===== config.mk =====
export PLATFORM = sky130hd
export DESIGN_NAME = red_pitaya_pid_slew
export DESIGN_NICKNAME = d
export VERILOG_FILES = /design/src/rtl/red_pitaya_pid_slew.sv
export SDC_FILE = /design/constraint.sdc
export NUM_CORES = 1
export LEC_CHECK = 0
export ABC_AREA = 1
export BUFFER_PORTS_ARGS = -buffer_cell sky130_fd_sc_hd__buf_2
export CORE_MARGIN = 4
export CORE_UTILIZATION = 41
export DETAILED_ROUTE_END_ITERATION = 8
export PLACE_DENSITY = 0.73
export SYNTH_ARGS = -nofsm -noshare
export SYNTH_HDL_FRONTEND = slang
export SYNTH_SLANG_ARGS = --single-unit

===== constraint.sdc =====
create_clock -name clk_i -period 9.95 [get_ports clk_i]
set_input_delay 1.4925 -clock clk_i [delete_from_list [all_inputs] [get_ports clk_i]]
set_output_delay 1.4925 -clock clk_i [all_outputs]
set_load 0.01 [all_outputs]

===== src/rtl/red_pitaya_pid_slew.sv =====
// -----------------------------------------------------------------------------
// red_pitaya_pid_slew
//
// Output conditioning stage between the PID sum/saturation and one DAC channel.
// It clamps the PID output to a programmable window and limits how far the
// output may move on each update tick. It can also freeze the output (hold) or
// ramp it to a park value (park) to protect the actuator.
//
// Ports
//   clk_i       processing clock
//   rstn_i      synchronous active-low reset
//   dat_i       signed PID output, a new sample every cycle
//   set_lo_i    signed lower clamp
//   set_hi_i    signed upper clamp
//   set_step_i  unsigned maximum |change| per tick; 0 disables slew limiting
//   set_div_i   update period minus 1; 0 updates every cycle
//   set_park_i  signed park value
//   hold_i      freeze the output
//   park_i      ramp the output to set_park_i; takes priority over hold_i
//   dat_o       signed conditioned output (registered)
//   state_o     0 TRACK, 1 HOLD, 2 PARK
//   lim_o       the target on the last TRACK tick was clamped
//   slew_o      the last update was step-limited
//   parked_o    in PARK and dat_o equals set_park_i
// -----------------------------------------------------------------------------
module red_pitaya_pid_slew #(
    parameter int DW   = 14,
    parameter int DIVW = 16
) (
    input  logic                 clk_i,
    input  logic                 rstn_i,
    input  logic signed [DW-1:0] dat_i,
    input  logic signed [DW-1:0] set_lo_i,
    input  logic signed [DW-1:0] set_hi_i,
    input  logic        [DW-1:0] set_step_i,
    input  logic      [DIVW-1:0] set_div_i,
    input  logic signed [DW-1:0] set_park_i,
    input  logic                 hold_i,
    input  logic                 park_i,
    output logic signed [DW-1:0] dat_o,
    output logic           [1:0] state_o,
    output logic                 lim_o,
    output logic                 slew_o,
    output logic                 parked_o
);

    typedef enum logic [1:0] {
        TRACK = 2'd0,
        HOLD  = 2'd1,
        PARK  = 2'd2
    } state_t;

    state_t                state;
    state_t                state_next;
    logic       [DIVW-1:0] cnt;
    logic                  tick;
    logic signed  [DW-1:0] dat;
    logic signed  [DW-1:0] clamped;
    logic signed  [DW-1:0] target;
    logic                  outside;
    logic signed    [DW:0] diff;
    logic           [DW:0] diff_abs;
    logic signed  [DW-1:0] dat_next;
    logic                  slew_next;
    logic                  lim;
    logic                  slew;

    // -------------------------------------------------------------------------
    // FSM: state register
    // -------------------------------------------------------------------------
    // NOTE: every register uses non-blocking assignment so that all flops
    // sample the values from before the edge, independent of statement order.
    always_ff @(posedge clk_i) begin
        if (!rstn_i) begin
            state <= TRACK;
        end else begin
            state <= state_next;
        end
    end

    // FSM: next state. park wins over hold; neither returns to TRACK.
    always_comb begin
        // NOTE: a default assignment first keeps this block free of latches.
        state_next = TRACK;
        if (park_i) begin
            state_next = PARK;
        end else if (hold_i) begin
            state_next = HOLD;
        end
    end

    // FSM: outputs derived from registers
    always_comb begin
        state_o  = state;
        parked_o = (state == PARK) && (dat == set_park_i);
    end

    // -------------------------------------------------------------------------
    // Update prescaler. Comparing with >= means that lowering set_div_i below
    // the running count produces a tick on the next edge instead of a wrap.
    // -------------------------------------------------------------------------
    assign tick = (cnt >= set_div_i);

    // -------------------------------------------------------------------------
    // Target and step limiting
    // -------------------------------------------------------------------------
    always_comb begin
        // Clamping to hi first and then to lo makes a misconfigured window
        // (lo > hi) resolve to set_lo_i.
        clamped = dat_i;
        if (dat_i > set_hi_i) begin
            clamped = set_hi_i;
        end
        if (clamped < set_lo_i) begin
            clamped = set_lo_i;
        end
        outside = (dat_i < set_lo_i) || (dat_i > set_hi_i);

        target = (state == PARK) ? set_park_i : clamped;

        // One extra bit holds any difference of two DW-bit values exactly.
        diff     = (DW+1)'(target) - (DW+1)'(dat);
        diff_abs = diff[DW] ? (DW+1)'(-diff) : (DW+1)'(diff);

        // When limiting, |diff| > step, so dat +/- step lies strictly between
        // dat and target and cannot leave the DW-bit range.
        if ((set_step_i == '0) || (diff_abs <= {1'b0, set_step_i})) begin
            dat_next  = target;
            slew_next = 1'b0;
        end else if (diff[DW]) begin
            dat_next  = dat - set_step_i;
            slew_next = 1'b1;
        end else begin
            dat_next  = dat + set_step_i;
            slew_next = 1'b1;
        end
    end

    // -------------------------------------------------------------------------
    // Datapath registers
    // -------------------------------------------------------------------------
    always_ff @(posedge clk_i) begin
        if (!rstn_i) begin
            cnt  <= '0;
            dat  <= '0;
            lim  <= 1'b0;
            slew <= 1'b0;
        end else begin
            cnt <= tick ? '0 : cnt + DIVW'(1);

            // HOLD freezes both the value and the slew flag.
            if (tick && (state != HOLD)) begin
                dat  <= dat_next;
                slew <= slew_next;
            end

            if (state != TRACK) begin
                lim <= 1'b0;
            end else if (tick) begin
                lim <= outside;
            end
        end
    end

    assign dat_o  = dat;
    assign lim_o  = lim;
    assign slew_o = slew;

endmodule


==> impl_results.md, run 1 <==
* Run status: complete, no violations
* CP Data Required Time at 10.10 ns
* Global Route Usage Sum at 20.2%
* Via-per-instance ratio at 5.10
* Crit-path most repeated cell: nand2_1
* Crit path max-delay family: simple AND/OR/NAND/NOR gates
* Hold_sp: cnt[0]
* Reg-to-reg startpoint: state_o[0]
* R2R Path End: dat_o[10]
* Clock Skew at 0.00479 ns
* Pin count of the biggest net entering global routing at 29
* Hold buffer count at cts at 0
* Commonest non-fill, non-tap cell in the layout: nand2_1
* CP Capture Type: flip-flop
* # clock sinks at 34
* First-pass GRT wire length at 27000 um
* Core Rows at 42
* I/O Buffers at 108
* Peak supply drop at 70.1 uV
* CTS tree: built
* Ys Warns at 0
* Final wirelength at 15900 um
* Slowest stage delay, CP at 0.41 ns
* # IOs at 109
* Vias in the first global route at 5768
* Total CTS buffers at 5
* GRT overflow at 0
* Post-layout min period at 9.00 ns
* WS Path Type: input port to flip-flop
* Final setup viols at 0
* Hold Path Sink: cnt[0]
* Crit-path max FO at 28
* Setup total negative slack at 0 ns
* Unrepaired setup endpoints after global routing: no
* Final hold viol count at 0
* Post-synth cell types at 49
* Pwr/cell area at 173 mW/mm2
* Synth Flop Type: dfxtp_1
* Post-Syn Area at 0.00574 mm2
* Syn Area/Cell at 6.51 um2
* Die Wd at 126 um
* Post-synth EDFFs at 0
* WHS Path Cells at 1
* Area Overhead vs Synth at 16.0%
* Share of cells above drive strength 1 at 16.6%
* Period utilisation layout at 90.5%
* Syn Nets at 1074
* Relative slew margins at 31.9%
* Post-CTS Repair Setup Buffers at 0
* Core ar. at 0.0135 mm2
* Worst Setup Start Kind: input port
* Maximum clock insertion buffer count at 2
* Die ar. at 0.0160 mm2
* R2r setup slk at 3.95 ns
* Starting Density at 42.7%
* Lkg Pwr at 3.59 nW
* Register area share after synthesis at 11.9%
* WL/cell at 13.7 um
* Main area contributors after synthesis: ha_1 (22%), nand2_1 (12%), dfxtp_1 (12%), inv_1 (10%), a21oi_1 (6.4%)
* DP HPWL at 13700 um
* Initial antenna violation count at 1
* Slowest cell on crit path: ha_1
* Hold Slack at 0.473 ns
* Htree depth at 2
* ANT nets after route at 0
* Post-CTS sizing at 0
* Crit path arrival time at 9.16 ns
* Largest area contributor in the netlist: ha_1
* GPL Wtd Cong at 0.919
* Syn Inst Count at 882
* Highest clock rate at 111 MHz
* Clock latency on the worst-skew pair at 0.28 ns
* Worst Tran Pin Value at 1.02 ns
* Max Cap Viol at 0
* DR vias at 5941
* Asr flop ratio synth at 0%
* Nets@finish at 1179
* Slew Viols, Final at 0
* Root buffer cell: clkbuf_16
* CP Buf/Inv Count at 5
* DRC at 0
* Synthesis-stage register bit count at 34
* Hold Crit Class: flip-flop to flip-flop
* Post-synth top area share at 21.8%
* Commonest cells after routing, fill and taps aside: nand2_1 (185), inv_1 (155), buf_2 (108), ha_1 (100), a21oi_1 (74)
* First DRT Iteration DRCs at 456
* Clk pin slew, worst setup/hold paths at 0.06 ns
* Cells on worst reg2reg path at 30
* Router iterations before antenna repair at 5
* Die height at 126 um
## per-layer routing
metal  routed length (um)  vias to the layer above  track usage (%)  share of wire, %
li1                     -                     3138                -                 -
met1                 7270                     2609             26.5                46
met2                 7100                      166             33.1                45
met3                 1230                       28             5.04               7.7
met4                  340                        0             5.05               2.1
met5                    0                        -                0                 0
## power by group
group          internal, W  leakage [nW]  total [W]  switching [W]
logic             0.000310          3.22   0.000803       0.000493
clock network     0.000150        0.0971   0.000211      0.0000606
registers         0.000138         0.275   0.000139     0.00000143
total             0.000598          3.59    0.00115       0.000555
## how the worst max path moves through the flow
stage	from	depth (start not counted)	endpoint
6_report	dat_i[13]	45	dat_o[10]
5_1_grt	dat_i[13]	49	dat_o[11]
4_1_cts	dat_i[13]	47	dat_o[7]
3_5_place_dp	dat_i[13]	47	dat_o[10]
3_3_place_gp	dat_i[13]	47	dat_o[7]
2_1_floorplan	set_hi_i[13]	53	dat_o[11]
## cells in the mapped netlist (8+ instances only)
cell type and n:
inv_1 155, ha_1 100, o211ai_2 10, nand4_1 14, nand2_1 185, nor4_1 8
nand3_1 29, dfxtp_1 34, clkbuf_1 8, nor3_1 13, a21oi_2 13, xor2_1 40
o21ai_1 19, o21ai_0 48, nor2_1 49, a21oi_1 74, xnor2_1 15
## final cells by class
class	instances	area (um2)
fillers	1428	6790
multi-input cells	677	4400
flip-flops and latches	34	681
inverters	158	593
repair buffers	111	563
well taps	176	220
clock buffers	6	139
clock inverters	2	60.1
diodes	1	2.50
## metrics by stage
stage	instance area [um2]	util, %	std cells	total power, W	setup slack, ns
after CTS	6660	49.5	1164	0.00116	0.888
after global routing	6660	49.5	1165	0.00129	0.0213
after detailed placement	6460	48.0	1156	0.000939	0.608
after floorplan	5740	-	882	0.000773	1.84
final	6660	49.5	1165	0.00115	0.945
after global placement	6460	48.0	1156	0.000930	0.779
## sequential cells by signal (all words and copies together), names as in the netlist
name	flops
slew_o	1
lim_o	1
state_o	2
dat_o	14
cnt	16
## kinds of logic (layout without fill, tap and decap cells)
family	Yosys count	after routing	synth area share [%]
flops	34	34	11.9
other cells	0	1	0
fa+ha+maj	102	102	22.5
simple gates	333	333	26.0
buf+inv	171	277	11.5
xor+xnor	56	56	8.67
compound gates	186	186	19.5
Note: power is estimated with default switching activity, not from simulation.
==> run 2, diff against run 1 <==
- CELL_PAD_IN_SITES_DETAIL_PLACEMENT: unset -> 0
- CELL_PAD_IN_SITES_GLOBAL_PLACEMENT: unset -> 1
- CORE_UTILIZATION: 41 -> 40
- PLACE_DENSITY: 0.73 -> 0.93
- REMOVE_ABC_BUFFERS: unset -> 1
==> impl_results.md, run 2 (synthesis gave the netlist of run 1 again) <==
* Post-Layout Cell Count at 1170 (+0.43%)
* # clock sinks at 34 (unchanged)
* Hold Crit Class: flip-flop to flip-flop
* Post-placement cell count at 1160 (+0.35%)
* Commonest non-fill, non-tap cell in the layout: nand2_1
* Global Route Usage Sum at 19.1% (-1.1 points)
* Largest Register: cnt
* Area Overhead vs Synth at 16.1%
* Reg-to-reg startpoint: state_o[0]
* DRC at 0 (unchanged)
* Run status: complete, no violations
* Placed cell areas at 0.00646 mm2 (about the same)
* NetSw at 0.000557 W (+0.47%)
* Worst Setup Start Kind: input port
* Max Cap Viol at 0 (unchanged)
* Clock latency on the worst-skew pair at 0.28 ns (about the same)
* Clock Skew at 0.00469 ns (-0.0000929 ns)
* Period utilisation layout at 89.1% (-1.4 points)
* Total CTS buffers at 5 (unchanged)
* Pwr/cell area at 173 mW/mm2 (about the same)
* WS Path Type: input port to flip-flop
* Commonest cells after routing, fill and taps aside: nand2_1 (185), inv_1 (155), buf_2 (108), ha_1 (100), a21oi_1 (74)
* Sequential power share at 12.0% (about the same)
* CP Data Required Time at 10.13 ns (+0.03 ns)
* Slowest stage delay, CP at 0.44 ns (+0.03 ns)
* First DRT Iteration DRCs at 270 (-41%)
* Final hold viol count at 0 (unchanged)
* Sw frac at 48.3% (+0.14 points)
* Core ar. at 0.0140 mm2 (+4.0%)
* Hold_sp: cnt[0]
* Worst Tran Pin Value at 1.07 ns (+0.0512 ns)
* Footprint of the multi-input gates at 0.00440 mm2 (unchanged)
* Final wirelength at 15500 um (-2.7%)
* Lkg Pwr at 3.59 nW (about the same)
* Maximum clock insertion buffer count at 2 (unchanged)
* Die Wd at 128 um (+1.2%)
* DR vias at 5868 (-1.2%)
* Final setup viols at 0 (unchanged)
* Peak supply drop at 76.1 uV (+8.6%)
* Sequential cell area at 681 um2 (unchanged)
* Crit path max-delay family: simple AND/OR/NAND/NOR gates
* Clk pin slew, worst setup/hold paths at 0.06 ns (about the same)
* I/O Buffers at 108 (unchanged)
* Worst slack, placed at 0.893 ns (+0.285 ns)
* P_int at 0.000598 W (-0.11%)
* ANT nets after route at 0 (unchanged)
* WHS Path Cells at 1 (unchanged)
* Highest clock rate at 113 MHz (+1.6%)
* Slew Viols, Final at 0 (unchanged)
* Finished Cell Area at 0.00667 mm2 (+0.11%)
* Post-layout min period at 8.87 ns (-0.139 ns)
* Via-per-instance ratio at 5.02 (-1.7%)
* Starting Density at 41.1% (-1.6 points)
* Post-CTS sizing at 0 (unchanged)
* Setup total negative slack at 0 ns (unchanged)
* Nets@finish at 1179 (unchanged)
* CP Buf/Inv Count at 6 (+1)
* Share of cells above drive strength 1 at 16.6% (unchanged)
* # IOs at 109 (unchanged)
* Clk pwr share at 18.4% (about the same)
* Share of power burned in combinational logic at 69.6% (about the same)
* Crit-path most repeated cell: nand2_1
* Hold Path Sink: cnt[0]
* DP HPWL at 13300 um (-3.0%)
* R2R Path End: dat_o[0]
* CTS tree: built
* Pin count of the biggest net entering global routing at 29 (unchanged)
* Vias in the first global route at 5635 (-2.3%)
* Unrepaired setup endpoints after global routing: no
* Root buffer cell: clkbuf_16
* WL/cell at 13.3 um (-3.1%)
* Relative slew margins at 28.5% (-3.4 points)
* Hold buffer count at cts at 0 (unchanged)
* Cells on worst reg2reg path at 27 (-10%)
* Hold Slack at 0.463 ns (-0.00992 ns)
* Die height at 128 um (+1.2%)
* Router iterations before antenna repair at 5 (unchanged)
* Max reg flops at 16 (unchanged)
* GPL Wtd Cong at 0.911 (-0.86%)
* GRT overflow at 0 (unchanged)
* Htree depth at 2 (unchanged)
* Core Rows at 43 (+2.4%)
* Die ar. at 0.0163 mm2 (+2.3%)
* Initial antenna violation count at 1 (unchanged)
* # fillers at 1481 (+3.7%)
* First-pass GRT wire length at 26000 um (-3.7%)
* Worst setup margin at 1.08 ns (+0.139 ns)
* Post-CTS Repair Setup Buffers at 0 (unchanged)
* Slowest cell on crit path: o41ai_1
* CP Capture Type: flip-flop
* Crit-path max FO at 28 (unchanged)
* Crit path arrival time at 9.05 ns (-0.11 ns)
* R2r setup slk at 4.03 ns (+0.08 ns)
-- run 2: changes by cell type in the layout (fill, tap and decap cells not counted), sizes merged --
| cell | previous run | this run |
|---|---|---|
| diode | 1 | 2 |
-- run 2: layout make-up --
cell class	count	share of cell area (%)
multi-input combinational	677	66.0
sequential	34	10.2
inverter	158	8.89
timing repair buffer	111	8.44
tap	180	3.38
clock buffer	6	2.08
clock inverter	2	0.901
antenna	2	0.0750
-- run 2: power groups by stage --
stage / Sequential [W] / Combinational [W] / Clock [W]
2_1_floorplan: 0.000142 / 0.000620 / 0
3_3_place_gp: 0.000142 / 0.000796 / 0
3_5_place_dp: 0.000142 / 0.000800 / 0
4_1_cts: 0.000139 / 0.000805 / 0.000217
5_1_grt: 0.000139 / 0.000926 / 0.000222
6_report: 0.000139 / 0.000804 / 0.000213
-- run 2: how the worst max path moves through the flow --
stage	start	cells past startpoint	slack (ns)	endpoint
after global routing	dat_i[13]	42	0.26	dat_o[12]
after floorplan	set_hi_i[13]	48	1.64	dat_o[0]
after CTS	dat_i[13]	41	1.14	dat_o[12]
after global placement	dat_i[13]	44	0.94	dat_o[0]
final	dat_i[13]	42	1.08	dat_o[0]
after detailed placement	dat_i[13]	41	0.89	dat_o[12]
-- run 2: stage by stage --
step / util, % / power (W)
after floorplan: - / 0.000762
after global placement: 46.2 / 0.000938
after detailed placement: 46.2 / 0.000942
after CTS: 47.6 / 0.00116
after global routing: 47.7 / 0.00129
final: 47.7 / 0.00116
-- run 2: routing by layer --
metal  wire (um)  global-route usage (%)  vias up  part of all wire [%]
met5           0                       0        -                     0
met4         221                    3.50        0                   1.4
met3        1070                    3.96       18                   6.9
met2        7130                    32.2      130                    46
met1        7080                    25.4     2581                    46
li1            -                       -     3139                     -
==> run 3, diff against run 2 <==
- CORE_UTILIZATION: 40 -> 41
- CTS_BUF_LIST: unset -> sky130_fd_sc_hd__clkbuf_2 sky130_fd_sc_hd__clkbuf_4 sky130_fd_sc_hd__clkbuf_8
- PLACE_DENSITY: 0.93 -> 0.95
==> impl_results.md, run 3 (synthesis gave the netlist of run 1 again) <==
* Crit-path most repeated cell: nand2_1
* Total CTS buffers at 5 (unchanged)
* Maximum clock insertion buffer count at 2 (unchanged)
* Crit-path max FO at 28 (unchanged)
* Starting Density at 42.7% (+1.6 points)
* Busiest grt layer: met2
* Clock Skew at 0.0120 ns (+0.00727 ns)
* Root buffer cell: clkbuf_8
* ANT nets after route at 0 (unchanged)
* Global Route Usage Sum at 19.6% (+0.54 points)
* Worst setup margin at 1.10 ns (+0.0124 ns)
* Pwr/cell area at 168 mW/mm2 (-3.2%)
* Hold Crit Class: flip-flop to flip-flop
* Router iterations before antenna repair at 5 (unchanged)
* Layout Utilization at 49.1% (+1.4 points)
* Post-CTS Repair Setup Buffers at 0 (unchanged)
* First DRT Iteration DRCs at 361 (+34%)
* Nets@finish at 1179 (unchanged)
* # IOs at 109 (unchanged)
* Worst Tran Pin Value at 1.06 ns (-0.00889 ns)
* Max reg flops at 16 (unchanged)
* Period utilisation layout at 89.0% (-0.13 points)
* Lkg Pwr at 3.56 nW (-0.72%)
* Initial antenna violation count at 0 (-1)
* Final wirelength at 15400 um (-0.60%)
* Final hold viol count at 0 (unchanged)
* DR vias at 5824 (-0.75%)
* GRT met3 Usage at 4.25% (+0.29 points)
* DP HPWL at 13000 um (-1.8%)
* Via-per-instance ratio at 5.00 (-0.32%)
* Pin count of the biggest net entering global routing at 29 (unchanged)
* Final setup viols at 0 (unchanged)
* Worst slack, placed at 0.812 ns (-0.0807 ns)
* Core ar. at 0.0135 mm2 (-3.8%)
* Die Wd at 126 um (-1.2%)
* Peak supply drop at 83.0 uV (+9.0%)
* Die ar. at 0.0160 mm2 (-2.3%)
* Highest clock rate at 113 MHz (+0.14%)
* First-pass GRT wire length at 26500 um (+1.9%)
* CP Data Required Time at 10.15 ns (+0.02 ns)
* Crit path arrival time at 9.05 ns (about the same)
* Slowest stage delay, CP at 0.48 ns (+0.04 ns)
* Htree depth at 2 (unchanged)
* # clock sinks at 34 (unchanged)
* Unrepaired setup endpoints after global routing: no
* CP Capture Type: flip-flop
* Max Cap Viol at 0 (unchanged)
* WS Path Type: input port to flip-flop
* Vias in the first global route at 5798 (+2.9%)
* Clk pin slew, worst setup/hold paths at 0.07 ns (about the same)
* CTS tree: built
* GPL Wtd Cong at 0.916 (+0.53%)
* Slew Viols, Final at 0 (unchanged)
* Finished Cell Area at 0.00661 mm2 (-0.96%)
* Area Overhead vs Synth at 15.0%
* Commonest non-fill, non-tap cell in the layout: nand2_1
* M1 GR Usage at 26.0% (+0.57 points)
* Largest Register: cnt
* Worst Setup Start Kind: input port
* Relative slew margins at 29.1% (+0.59 points)
* R2r setup slk at 4.01 ns (-0.02 ns)
* Hold buffer count at cts at 0 (unchanged)
* Post-CTS sizing at 0 (unchanged)
* M2 GR Usage at 33.0% (+0.81 points)
* Post-layout min period at 8.85 ns (-0.0124 ns)
* Clock latency on the worst-skew pair at 0.30 ns (+0.02 ns)
* WL/cell at 13.2 um (-0.17%)
* Share of cells above drive strength 1 at 16.6% (unchanged)
* Slowest cell on crit path: o41ai_1
* Setup total negative slack at 0 ns (unchanged)
* Run status: complete, no violations
* GRT overflow at 0 (unchanged)
* Placed cell areas at 0.00646 mm2 (about the same)
* Die height at 126 um (-1.2%)
* I/O Buffers at 108 (unchanged)
* DRC at 0 (unchanged)
* Core Rows at 42 (-2.3%)
* Commonest cells after routing, fill and taps aside: nand2_1 (185), inv_1 (155), buf_2 (108), ha_1 (100), a21oi_1 (74)
run 3: layout make-up:
class,instances,area [um2]
fill,1465,6850
antenna,1,2.50
tap,176,220
inverter,158,593
clock buffer,6,82.6
sequential,34,681
multi-input combinational,677,4400
timing repair buffer,111,563
clock inverter,2,60.1
run 3: final timing paths:
| check | endpoint | depth (start not counted) | startpoint |
|---|---|---|---|
| max reg2reg | dat_o[0] | 27 | state_o[0] |
| max | dat_o[0] | 42 | dat_i[13] |
| min | cnt[0] | 1 | cnt[0] |
| min reg2reg | cnt[0] | 1 | cnt[0] |
run 3: routing by layer:
layer  wire (um)  vias to the layer above
met2        6960                      122
met4         240                        0
met5           0                        -
met3         914                       17
met1        7300                     2554
li1            -                     3131
run 3: power breakdown:
group,total (W),internal [W],switching (W)
combinational,0.000804,0.000311,0.000494
clock,0.000164,0.000107,0.0000570
sequential,0.000139,0.000137,0.00000136
run 3: stage by stage:
| step | cells | hold WS (ns) | total power, W |
|---|---|---|---|
| floorplan | 869 | 0.430 | 0.000762 |
| global placement | 1156 | 0.444 | 0.000937 |
| detailed placement | 1156 | 0.459 | 0.000941 |
| CTS | 1164 | 0.469 | 0.00111 |
| global route | 1164 | 0.514 | 0.00124 |
| finish | 1165 | 0.468 | 0.00111 |
run 3: critical path: cells and delay by family:
kind	cells	cell delay (ns)
buffers and inverters	6	0.61
adders and majority gates	5	1.58
AOI/OAI and AO/OA	10	2.13
and+or+nand+nor	19	2.77
xor gates and xnor gates	2	0.44
